## src/rtl/router_pkg.sv

```systemverilog
// Shared constants for the 1x3 router: datapath width, output buffer depth,
// header field positions and the packet counter sizing.
package router_pkg;

   localparam int DATA_W       = 8;
   localparam int FIFO_DEPTH   = 16;
   localparam int FIFO_ADDR_W  = 4;

   // Header byte layout: payload length in [7:2], destination address in [1:0]
   localparam int HDR_LEN_MSB  = 7;
   localparam int HDR_LEN_LSB  = 2;
   localparam int HDR_ADDR_MSB = 1;
   localparam int HDR_ADDR_LSB = 0;
   localparam int HDR_LEN_W    = HDR_LEN_MSB - HDR_LEN_LSB + 1;

   localparam int PKT_CNT_W    = 7;

   typedef logic [PKT_CNT_W-1:0] pkt_cnt_t;

   // Bytes still to come after a header: payload length plus the parity byte.
   function automatic pkt_cnt_t pkt_len_load(input logic [DATA_W-1:0] hdr);
      pkt_cnt_t len;
      len = pkt_cnt_t'(hdr[HDR_LEN_MSB:HDR_LEN_LSB]);
      return len + pkt_cnt_t'(1);
   endfunction

endpackage

```

## src/rtl/router_fifo.sv

```systemverilog
// Per-port output buffer of the 1x3 router: byte FIFO with a header marker per
// entry and a read-side packet counter that tracks where the current packet ends.
module router_fifo #(
   parameter int DATA_W = router_pkg::DATA_W,
   parameter int DEPTH  = router_pkg::FIFO_DEPTH,
   parameter int ADDR_W = router_pkg::FIFO_ADDR_W
) (
   input  logic              clk,
   input  logic              rst,
   input  logic              soft_rst,
   input  logic              we,
   input  logic              re,
   input  logic              lfd_state,
   input  logic [DATA_W-1:0] din,
   output logic [DATA_W-1:0] dout,
   output logic              full,
   output logic              empty,
   output logic              pkt_busy
);

   import router_pkg::*;

   localparam int PTR_W = ADDR_W + 1;

   logic [DATA_W:0]       mem_q [DEPTH];
   logic [PTR_W-1:0]      wr_ptr_q, wr_ptr_d;
   logic [PTR_W-1:0]      rd_ptr_q, rd_ptr_d;
   pkt_cnt_t              pkt_cnt_q, pkt_cnt_d;
   logic [DATA_W-1:0]     dout_q, dout_d;

   logic                  wr_acc;
   logic                  rd_acc;
   logic [DATA_W:0]       rd_entry;
   logic                  rd_hdr;
   logic [DATA_W-1:0]     rd_data;

   // Same-address low bits with differing wrap bits distinguishes full from empty
   assign empty = (wr_ptr_q == rd_ptr_q);
   assign full  = (wr_ptr_q[ADDR_W] != rd_ptr_q[ADDR_W]) &&
                  (wr_ptr_q[ADDR_W-1:0] == rd_ptr_q[ADDR_W-1:0]);

   assign wr_acc = we && !full;
   assign rd_acc = re && !empty;

   assign rd_entry = mem_q[rd_ptr_q[ADDR_W-1:0]];
   assign rd_hdr   = rd_entry[DATA_W];
   assign rd_data  = rd_entry[DATA_W-1:0];

   assign dout     = dout_q;
   assign pkt_busy = (pkt_cnt_q != '0);

   always_comb begin
      wr_ptr_d  = wr_ptr_q;
      rd_ptr_d  = rd_ptr_q;
      pkt_cnt_d = pkt_cnt_q;
      dout_d    = dout_q;

      if (wr_acc) begin
         wr_ptr_d = wr_ptr_q + PTR_W'(1);
      end

      if (rd_acc) begin
         rd_ptr_d = rd_ptr_q + PTR_W'(1);
         dout_d   = rd_data;
         if (rd_hdr) begin
            pkt_cnt_d = pkt_len_load(rd_data);
         end else if (pkt_cnt_q != '0) begin
            pkt_cnt_d = pkt_cnt_q - pkt_cnt_t'(1);
         end
      end else if (pkt_cnt_q == '0) begin
         // Between packets the port idles at zero rather than showing stale data
         dout_d = '0;
      end
   end

   always_ff @(posedge clk) begin
      if (rst || soft_rst) begin
         wr_ptr_q  <= '0;
         rd_ptr_q  <= '0;
         pkt_cnt_q <= '0;
         dout_q    <= '0;
      end else begin
         wr_ptr_q  <= wr_ptr_d;
         rd_ptr_q  <= rd_ptr_d;
         pkt_cnt_q <= pkt_cnt_d;
         dout_q    <= dout_d;
      end
   end

   // Storage is wiped only by the hard reset; a timeout reset just rewinds pointers
   always_ff @(posedge clk) begin
      if (rst) begin
         for (int i = 0; i < DEPTH; i++) begin
            mem_q[i] <= '0;
         end
      end else if (!soft_rst && wr_acc) begin
         mem_q[wr_ptr_q[ADDR_W-1:0]] <= {lfd_state, din};
      end
   end

endmodule
```

## config.mk

```make
export PLATFORM = sky130hd
export DESIGN_NAME = router_fifo
export DESIGN_NICKNAME = d
export VERILOG_FILES = /design/src/rtl/router_pkg.sv /design/src/rtl/router_fifo.sv
export SDC_FILE = /design/constraint.sdc
export NUM_CORES = 1
export LEC_CHECK = 0
export CAP_MARGIN = 20
export CORE_UTILIZATION = 28
export DETAILED_ROUTE_END_ITERATION = 8
export DONT_BUFFER_PORTS = 1
export GPL_ROUTABILITY_DRIVEN = 0
export GPL_TIMING_DRIVEN = 0
export PLACE_DENSITY_LB_ADDON = 0.25
export SLEW_MARGIN = 0
export SYNTH_ARGS = -nofsm -noshare
export SYNTH_HDL_FRONTEND = slang
export SYNTH_SLANG_ARGS = --single-unit
```

## constraint.sdc

```tcl
create_clock -name clk -period 4.44 [get_ports clk]
set_clock_uncertainty 0.05 [all_clocks]
set_input_delay 0.666 -clock clk [delete_from_list [all_inputs] [get_ports clk]]
set_output_delay 0.666 -clock clk [all_outputs]
set_load 0.1 [all_outputs]
```

; ---- After elaboration in Yosys (flattened, before gate mapping)
; Memory sizes are Yosys's and may differ from the RTL's. A register that Yosys moved wholly into a read port is not among the register bits.
; Index checks and enable logic that the tools add are counted.
[op_classes]
add_sub_neg = 4
multipliers = 0
div_mod_pow = 0
magnitude_cmp = 0
eq_ne = 3
shift = 0
muxes = 14
bitwise_logic = 0
reduce_logical = 14
[op_table]
columns = op, n
row1 = two-way mux 8 bit, 2
row2 = two-way mux 7 bit, 2
row3 = two-way mux 4 bit, 3
row4 = "adder 5 x 1 -> 5 bit, second input constant", 2
row5 = two-way mux 9 bit, 1
row6 = OR reduction 9 bit, 1
row7 = "adder 6 x 1 -> 7 bit, second input constant", 1
row8 = zero test 7 bit, 1
row9 = nonzero test 7 bit, 1
row10 = "subtractor 7 x 1 -> 7 bit, second input constant", 1
row11 = two-way mux 1 bit, 6
row12 = == test 5 bit, 1
row13 = == test 4 bit, 1
row14 = logical AND 1 bit, 4
row15 = nonzero test 2 bit, 2
row16 = zero test 1 bit, 3
row17 = AND reduction 2 bit, 1
row18 = logical OR 1 bit, 1
row19 = != test 1 bit, 1
[totals]
register_bits = 25
latchBits = 0
mem_bits_rw = 144
rom_bits = 0
inputBits = 14
out_inout_bits = 11
wordCells = 40
memories = 1
[mem_list]
columns = memory, words, width, read_ports, rd_ports_with_merged_regs, write_ports, line
row1 = mem_q, 16, 9, 1, 1, 16, router_fifo.sv:25  ; logic [DATA_W:0] mem_q [DEPTH];

; ---- Logic depth before layout (Yosys ltp)
; Gate-level depths: netlist (run 1).
[logic_depth]
word_depth = 10
depth_mapped = 12
depth_no_buf = 9

; ---- Worst setup path after synthesis (run 1)
; No wires, ideal clock.
[synth_timing]
path_type = reg-to-output
startpoint = register wr_ptr_q[2]
endpoint = output empty
t_arrival_ns = 2.068
required_ns = 3.724
setup_slack_ns = 1.656
path_stages_with_launch = 5
n_path_buf = 1
cell_sequence = dfxtp_1 > buf_2 > xnor2_1 > nand4_1 > nor2_1
[synth_via]
elab_chain_len = 1
[synth_lines]
columns = element, line
row1 = from (decl), router_fifo.sv:26  ; logic [PTR_W-1:0] wr_ptr_q, wr_ptr_d;
row2 = from (signal assigned), router_fifo.sv:83  ; wr_ptr_q <= wr_ptr_d;
row3 = == test 5 bit, router_fifo.sv:38  ; assign empty = (wr_ptr_q == rd_ptr_q);
row4 = to (decl), router_fifo.sv:17  ; output logic empty,
; No other way between the ends.

==> results of run 1 <==
per-layer routing:
layer / vias up / track usage / part of all wire
li1: 2224 / - / -
met1: 2520 / 0.198 / 0.46
met2: 138 / 0.235 / 0.47
met3: 22 / 0.0466 / 0.057
met4: 2 / 0.0380 / 0.015
met5: - / 0 / 0.00056
synth_stat cells, types with 2 or more instances:
cell type	count
a21oi_1	13
a22o_1	4
a22oi_1	5
a22oi_2	2
a31oi_1	4
a32oi_1	3
and2_1	147
and3_1	2
buf_1	4
buf_12	2
buf_2	8
clkbuf_1	17
dfxtp_1	29
edfxtp_1	144
ha_1	8
inv_1	5
mux2_2	2
mux2i_1	3
mux4_1	14
mux4_2	24
nand2_1	19
nand2_2	2
nand2b_1	3
nand3_1	13
nand4_1	4
nor2_1	34
nor2b_1	5
nor3_1	9
nor4_1	2
nor4b_1	3
o21a_1	2
o21ai_0	10
o22ai_1	3
or2_2	18
xnor2_1	8
xor2_1	7
final cells by class:
| class | instances | area (sq um) |
|---|---|---|
| fill | 2864 | 19500 |
| sequential | 173 | 4900 |
| multi-input combinational | 381 | 3070 |
| tap | 384 | 480 |
| clock buffer | 18 | 429 |
| buffer | 33 | 179 |
| clock inverter | 13 | 138 |
| inverter | 5 | 18.8 |
| timing repair buffer | 2 | 12.5 |
sequential cells by signal, indices dropped and copies added (netlist names), named ones only:
signal	count
dout	8
mem_q	144
pkt_cnt_q	7
rd_ptr_q	5
wr_ptr_q	5
worst max-delay path by stage:
| stage | startpoint | end | slack [ns] | cells after the start |
|---|---|---|---|---|
| 6_report | flip-flop | pkt_cnt_q[2]$_SDFFE_PP0P_ | 0.70 | 12 |
| 5_1_grt | flip-flop | pkt_cnt_q[2]$_SDFFE_PP0P_ | 0.49 | 12 |
| 4_1_cts | flip-flop | pkt_cnt_q[2]$_SDFFE_PP0P_ | 0.60 | 12 |
| 3_5_place_dp | flip-flop | pkt_cnt_q[2]$_SDFFE_PP0P_ | 0.63 | 12 |
| 3_3_place_gp | flip-flop | pkt_cnt_q[2]$_SDFFE_PP0P_ | 0.65 | 12 |
| 2_1_floorplan | wr_ptr_q[2]$_SDFFE_PP0P_ | empty | 1.66 | 4 |
power by group through the flow:
| stage | registers, mW | clock network, mW | logic, mW |
|---|---|---|---|
| 2_1_floorplan | 1.85 | 0 | 0.127 |
| 3_3_place_gp | 1.85 | 0 | 0.184 |
| 3_5_place_dp | 1.86 | 0 | 0.189 |
| 4_1_cts | 1.82 | 1.47 | 0.189 |
| 5_1_grt | 1.82 | 1.54 | 0.201 |
| 6_report | 1.82 | 1.46 | 0.187 |
cell families after synthesis:
| family | after synthesis | synth area share |
|---|---|---|
| mux | 43 | 0.118 |
| simple gates | 264 | 0.184 |
| buf+inv | 38 | 0.0240 |
| flops | 173 | 0.600 |
| fa+ha+maj | 8 | 0.0123 |
| xor+xnor | 15 | 0.0161 |
| compound gates | 51 | 0.0456 |
worst reg2reg max path: stages, from the launching register on:
cell and delay [ns]:
dfxtp_1 0.31, buf_2 0.33, buf_2 0.40, buf_2 0.43, mux4_1 0.40, a22oi_1 0.30
nand2_1 0.26, ha_1 0.31, inv_1 0.08, nor3_1 0.05, or3b_2 0.46, a22oi_1 0.18
nor2_1 0.05
per-stage QoR:
step / utilization / instances / setup WS, ns
after floorplan: - / 592 / 1.66
after global placement: 0.301 / 976 / 0.647
after detailed placement: 0.302 / 978 / 0.629
after CTS: 0.322 / 1009 / 0.600
after global routing: 0.322 / 1009 / 0.487
final: 0.322 / 1009 / 0.697
==> qor.csv, run 1 <==
stage,metric,value,unit
sta,slew_headroom,0.241,
yosys,synth-main-ff-cell,edfxtp_1,
route,firstDrtPassIters,5,
placed_design,postPlaceCellArea,0.00867,sq mm
critical_path,r2r-end,pkt_cnt_q[2]$_SDFFE_PP0P_,
pwr,p_sw,0.816,mW
die,die-area,0.0299,sq mm
yosys,ys_warn_count,0,
grt,grt_pass1_wl,32100,um
die,dieWidth,173,um
sta,hold_violations,0,
clock_network,htreeDepth,4,
critical_path,worst_ep_arrival_time,3.99,ns
hold_path,min_from,lfd_state,
pwr,p_clk_frac,0.420,
critical_path,path_common_cell,buf_2,
pwr,worst_ir_drop_vdd,0.259,mV
route,vias_per_cell,4.86,
grt,overflow,0,
yosys,synth_nets,614,
yosys,synth.yosys.seq_area_share,0.600,
route,vias,4906,
die,fp-row-count,62,
pwr,power_leakage,3.20,nW
cells_and_area,syn2layout_area_growth,13.0,%
pwr,combPwrFrac,0.054,
pwr,powerDensity,375,mW/mm^2
pwr,p_total,3.46,mW
die,initial_utilization,0.285,
clock_network,clkTransAtPathRegs,0.07,ns
critical_path,critPathRequiredTime,4.69,ns
die,die_h,173,um
yosys,synth_cell_types,46,
cells_and_area,final_common_cell,and2_1,
yosys,synth-seq-cells,173,
yosys,netlist_instances,592,
sta,rsz0062_at_grt,no,
hold_path,whs_path_depth,1,
clock_network,cts_buffer_depth,2,
critical_path,crit_family,buffers and inverters,
grt,grt_usage,0.149,
yosys,yosys-top-cells-area,"edfxtp_1 53%, and2_1 11%, dfxtp_1 7.1%",
sta,setup_viol,0,
clock_network,cts_root_buffer,clkbuf_16,
grt,grt_max_degree,17,
route,drt_drc_violations_left,0,
critical_path,r2r_slack,0.70,ns
cells_and_area,diodes,0,
clock_network,post_cts_buffers,0,
die,pin_count,25,
flow_run,cap_violations,0,
clock_network,cts_sinks,173,
sta,fmax,0.267,GHz
hold_path,hp-class,in -> reg,
critical_path,crit_type,reg -> reg,
pwr,seqPwrFrac,0.526,
placed_design,dpl.hpwl,14800,um
yosys,avgSynthCellArea,13.8,sq um
critical_path,critical_path_buf_inv_count,4,
critical_path,crit_fanout,10,
clock_network,cts_resized,0,
route,wl_per_cell,21.3,um
sta,post-route-min-period,3.74,ns
cells_and_area,layout_common_cells,"147 x and2_1, 144 x edfxtp_1, 32 x nor2_1",
critical_path,start_kind,flip-flop,
placed_design,port_buffers,0,
yosys,synth_edf_count,144,
cells_and_area,fin_area,0.00924,sq mm
sta,slew_viol_final,0,
clock_network,numCtsBuffers,17,
route,wl,21500,um
run_status,status,"complete, no violations",
yosys,yosysTopAreaCell,edfxtp_1,
yosys,yosys.area.top_type_share,0.529,
sta,fin_setup_tns,0,ns
route,ant_nets,0,
clock_network,clk_latency,0.43,ns
yosys,async_reset_ff_frac,0,
pwr,p_int,2.65,mW
critical_path,critPathCaptureType,flip-flop,
hold_path,whs_endpoint,mem_q[1][8]$_SDFFCE_PN0P_,
grt,antenna_found_initial,1,
route,drt_iter0_markers,418,
cells_and_area,fin_nets,635,
sta,hold_ws,0.374,ns
critical_path,critPathMaxStageDelay,0.46,ns
clock_network,ctsHoldBuffers,0,
sta,worst_pin_slew,1.13,ns
yosys,synth_area,0.00817,sq mm
sta,fin_crit_sh,0.843,
die,design.core.area,0.0287,sq mm
pwr,switching_share,0.236,
cells_and_area,drive_gt1_frac,0.157,
critical_path,cp_slowest_cell,or3b_2,
clock_network,cts_tree,done,
critical_path,path_cells,buf_2 > buf_2 > buf_2 > mux4_1 > a22oi_1 > nand2_1 > ha_1 > inv_1 > nor3_1 > or3b_2 > a22oi_1 > nor2_1,
grt,grt_pass1_vias,4904,
critical_path,r2r_cells,12,
(Power assumes the default switching activity.)
==> inputs of run 2 (changes only) <==
==> constraint.sdc (replaced) <==
create_clock -name clk -period 3.3 [get_ports clk]
set_clock_uncertainty 0.05 [all_clocks]
set_input_delay 0.495 -clock clk [delete_from_list [all_inputs] [get_ports clk]]
set_output_delay 0.495 -clock clk [all_outputs]
set_load 0.1 [all_outputs]
==> run 2 against run 1 <==
- critical path depth unchanged
- highest routed layer is now met4
- core utilization up 0.14 points
- sequential cell count unchanged
- clock power up 34%
- critical path type unchanged
==> qor.csv, run 2 (same netlist as run 1, synthesis figures left out) <==
stage,metric,value,unit,change
critical_path,crit_fanout,10,,unchanged
route,dr_wl_met3,1190,um,-2.7%
cells_and_area,fin_nets,635,,unchanged
cells_and_area,final_util,0.323,,+0.00135
pwr,powerDensity,502,mW/mm^2,+34%
route,ant_nets,0,,unchanged
critical_path,worst_ep_arrival_time,3.40,ns,-0.59 ns
clock_network,cts_tree,done,,
sta,hold_violations,0,,unchanged
route,wl_met1,9860,um,+0.10%
clock_network,numCtsBuffers,17,,unchanged
pwr,p_sw,1.10,mW,+34%
cells_and_area,stdcell_count,1009,,unchanged
hold_path,hp-class,in -> reg,,
sta,slew_headroom,0.286,,+0.0451
pwr,combPwrFrac,0.054,,about the same
clock_network,htreeDepth,4,,unchanged
flow_run,cap_violations,0,,unchanged
route,vias,4908,,+0.041%
die,initial_utilization,0.285,,unchanged
route,firstDrtPassIters,5,,unchanged
die,die-area,0.0299,sq mm,unchanged
sta,fin_crit_sh,0.955,,+0.112
grt,antenna_found_initial,0,,-1
critical_path,critPathRequiredTime,3.55,ns,-1.14 ns
pwr,worst_ir_drop_vdd,0.350,mV,+35%
sta,hold_ws,0.204,ns,-0.171 ns
grt,overflow,0,,unchanged
sta,fin_setup_tns,0,ns,unchanged
clock_network,clk_latency,0.44,ns,about the same
grt,grt_pass1_wl,32100,um,about the same
pwr,p_clk_frac,0.420,,about the same
pwr,power_leakage,3.21,nW,+0.23%
clock_network,cts_sinks,173,,unchanged
clock_network,cts_root_buffer,clkbuf_16,,
placed_design,port_buffers,0,,unchanged
die,pin_count,25,,unchanged
route,drt_iter0_markers,384,,-8.1%
sta,post-route-min-period,3.15,ns,-0.593 ns
route,wl_per_cell,21.3,um,about the same
grt,grt_pass1_vias,4898,,-0.12%
pwr,seqPwrFrac,0.526,,about the same
route,drt_drc_violations_left,0,,unchanged
die,dieWidth,173,um,unchanged
pwr,p_int,3.56,mW,+35%
cells_and_area,seqCellArea,0.00490,sq mm,unchanged
sta,fmax,0.317,GHz,+19%
route,vias_per_cell,4.86,,about the same
die,die_h,173,um,unchanged
grt,grt_max_degree,17,,unchanged
critical_path,crit_type,reg -> reg,,
clock_network,cts_buffer_depth,2,,unchanged
critical_path,start_kind,flip-flop,,
cells_and_area,largest_register,mem_q,,
critical_path,critPathCaptureType,flip-flop,,
sta,worst_pin_slew,1.07,ns,-0.0601 ns
run_status,status,"complete, no violations",,
cells_and_area,layout_common_cells,"147 x and2_1, 144 x edfxtp_1, 32 x nor2_1",,
cells_and_area,final_common_cell,and2_1,,
route,routed.top_layer,met4,,
sta,setup_viol,0,,unchanged
cells_and_area,drive_gt1_frac,0.166,,+0.00960
pwr,switching_share,0.235,,-0.000352
cells_and_area,num-fill-cells,2859,,-0.17%
clock_network,ctsHoldBuffers,0,,unchanged
cells_and_area,largest_register_ffs,144,,unchanged
route,routed-wl-met2,10200,um,+0.92%
grt,grt_usage,0.149,,about the same
sta,rsz0062_at_grt,no,,
cells_and_area,diodes,0,,unchanged
route,wl,21500,um,about the same
placed_design,dpl.hpwl,14800,um,unchanged
cells_and_area,syn2layout_area_growth,13.5,%,
die,design.core.area,0.0287,sq mm,unchanged
placed_design,dp_cells,978,,unchanged
die,fp-row-count,62,,unchanged
cells_and_area,multi_input_area,0.00309,sq mm,+0.69%
clock_network,clkTransAtPathRegs,0.07,ns,about the same
sta,slew_viol_final,0,,unchanged
[run 2: cell types whose count changed in the layout (fill, tap and decap cells not counted)]
cell / change
nor2b_1: -1
mux4_2: +1
nor2b_2: +1
nor3_1: -2
buf_6: +2
a22oi_1: -1
a22oi_2: +1
nand2_1: -1
mux4_1: -1
nand2_4: +1
buf_4: +2
buf_2: -4
nor3_2: +2
[run 2: what timing repair did]
item / CTS / global route
buffers inserted: 0 / 0
resized for setup: 6 / 7
endpoints found under the setup margin: 3 / 19
pin swaps: 0 / 2
[run 2: final cells by class]
type                            instances  share of cell area
Buffer                                 33              0.0212
Clock buffer                           18              0.0463
Clock inverter                         13              0.0148
Inverter                                5             0.00202
Multi-Input combinational cell        381               0.334
Sequential cell                       173               0.529
Tap cell                              384              0.0518
Timing Repair Buffer                    2             0.00135
[run 2: power groups by stage]
stage / registers, mW / logic, mW / clock network (mW)
final: 2.45 / 0.253 / 1.95
after global routing: 2.45 / 0.271 / 2.07
after CTS: 2.45 / 0.255 / 1.98
after detailed placement: 2.50 / 0.254 / 0
after global placement: 2.49 / 0.247 / 0
after floorplan: 2.49 / 0.171 / 0
[run 2: per-layer routing]
| metal | vias up | track usage |
|---|---|---|
| met5 | - | 0 |
| met4 | 0 | 0.0376 |
| met3 | 17 | 0.0444 |
| met2 | 148 | 0.236 |
| met1 | 2518 | 0.199 |
| li1 | 2225 | - |
[run 2: worst paths after layout]
check,slack [ns],cells past startpoint,start,to
worst min-delay path,0.20,1,lfd_state,mem_q[1][8]$_SDFFCE_PN0P_
worst max-delay path,0.15,12,flip-flop,pkt_cnt_q[2]$_SDFFE_PP0P_
worst min register to register,0.45,2,pkt_cnt_q[0]$_SDFFE_PP0P_,pkt_cnt_q[0]$_SDFFE_PP0P_
worst max register to register,0.15,12,flip-flop,pkt_cnt_q[2]$_SDFFE_PP0P_
[run 2: critical path: stages (launching register included)]
cell and delay [ns]:
dfxtp_1 0.34, buf_6 0.19, buf_12 0.18, buf_12 0.17, mux4_1 0.59, a22oi_1 0.22, nand2_2 0.15, ha_1 0.27
inv_1 0.08, nor3_1 0.05, or3b_2 0.47, a22oi_1 0.18, nor2_1 0.05
[run 2: through the flow]
stage	setup slack (ns)	instance area, sq um	power, mW
floorplan	0.606	8170	2.66
global placement	-0.493	8650	2.74
detailed placement	-0.511	8670	2.75
CTS	0.0410	9250	4.68
global route	0.00490	9270	4.79
finish	0.150	9270	4.66
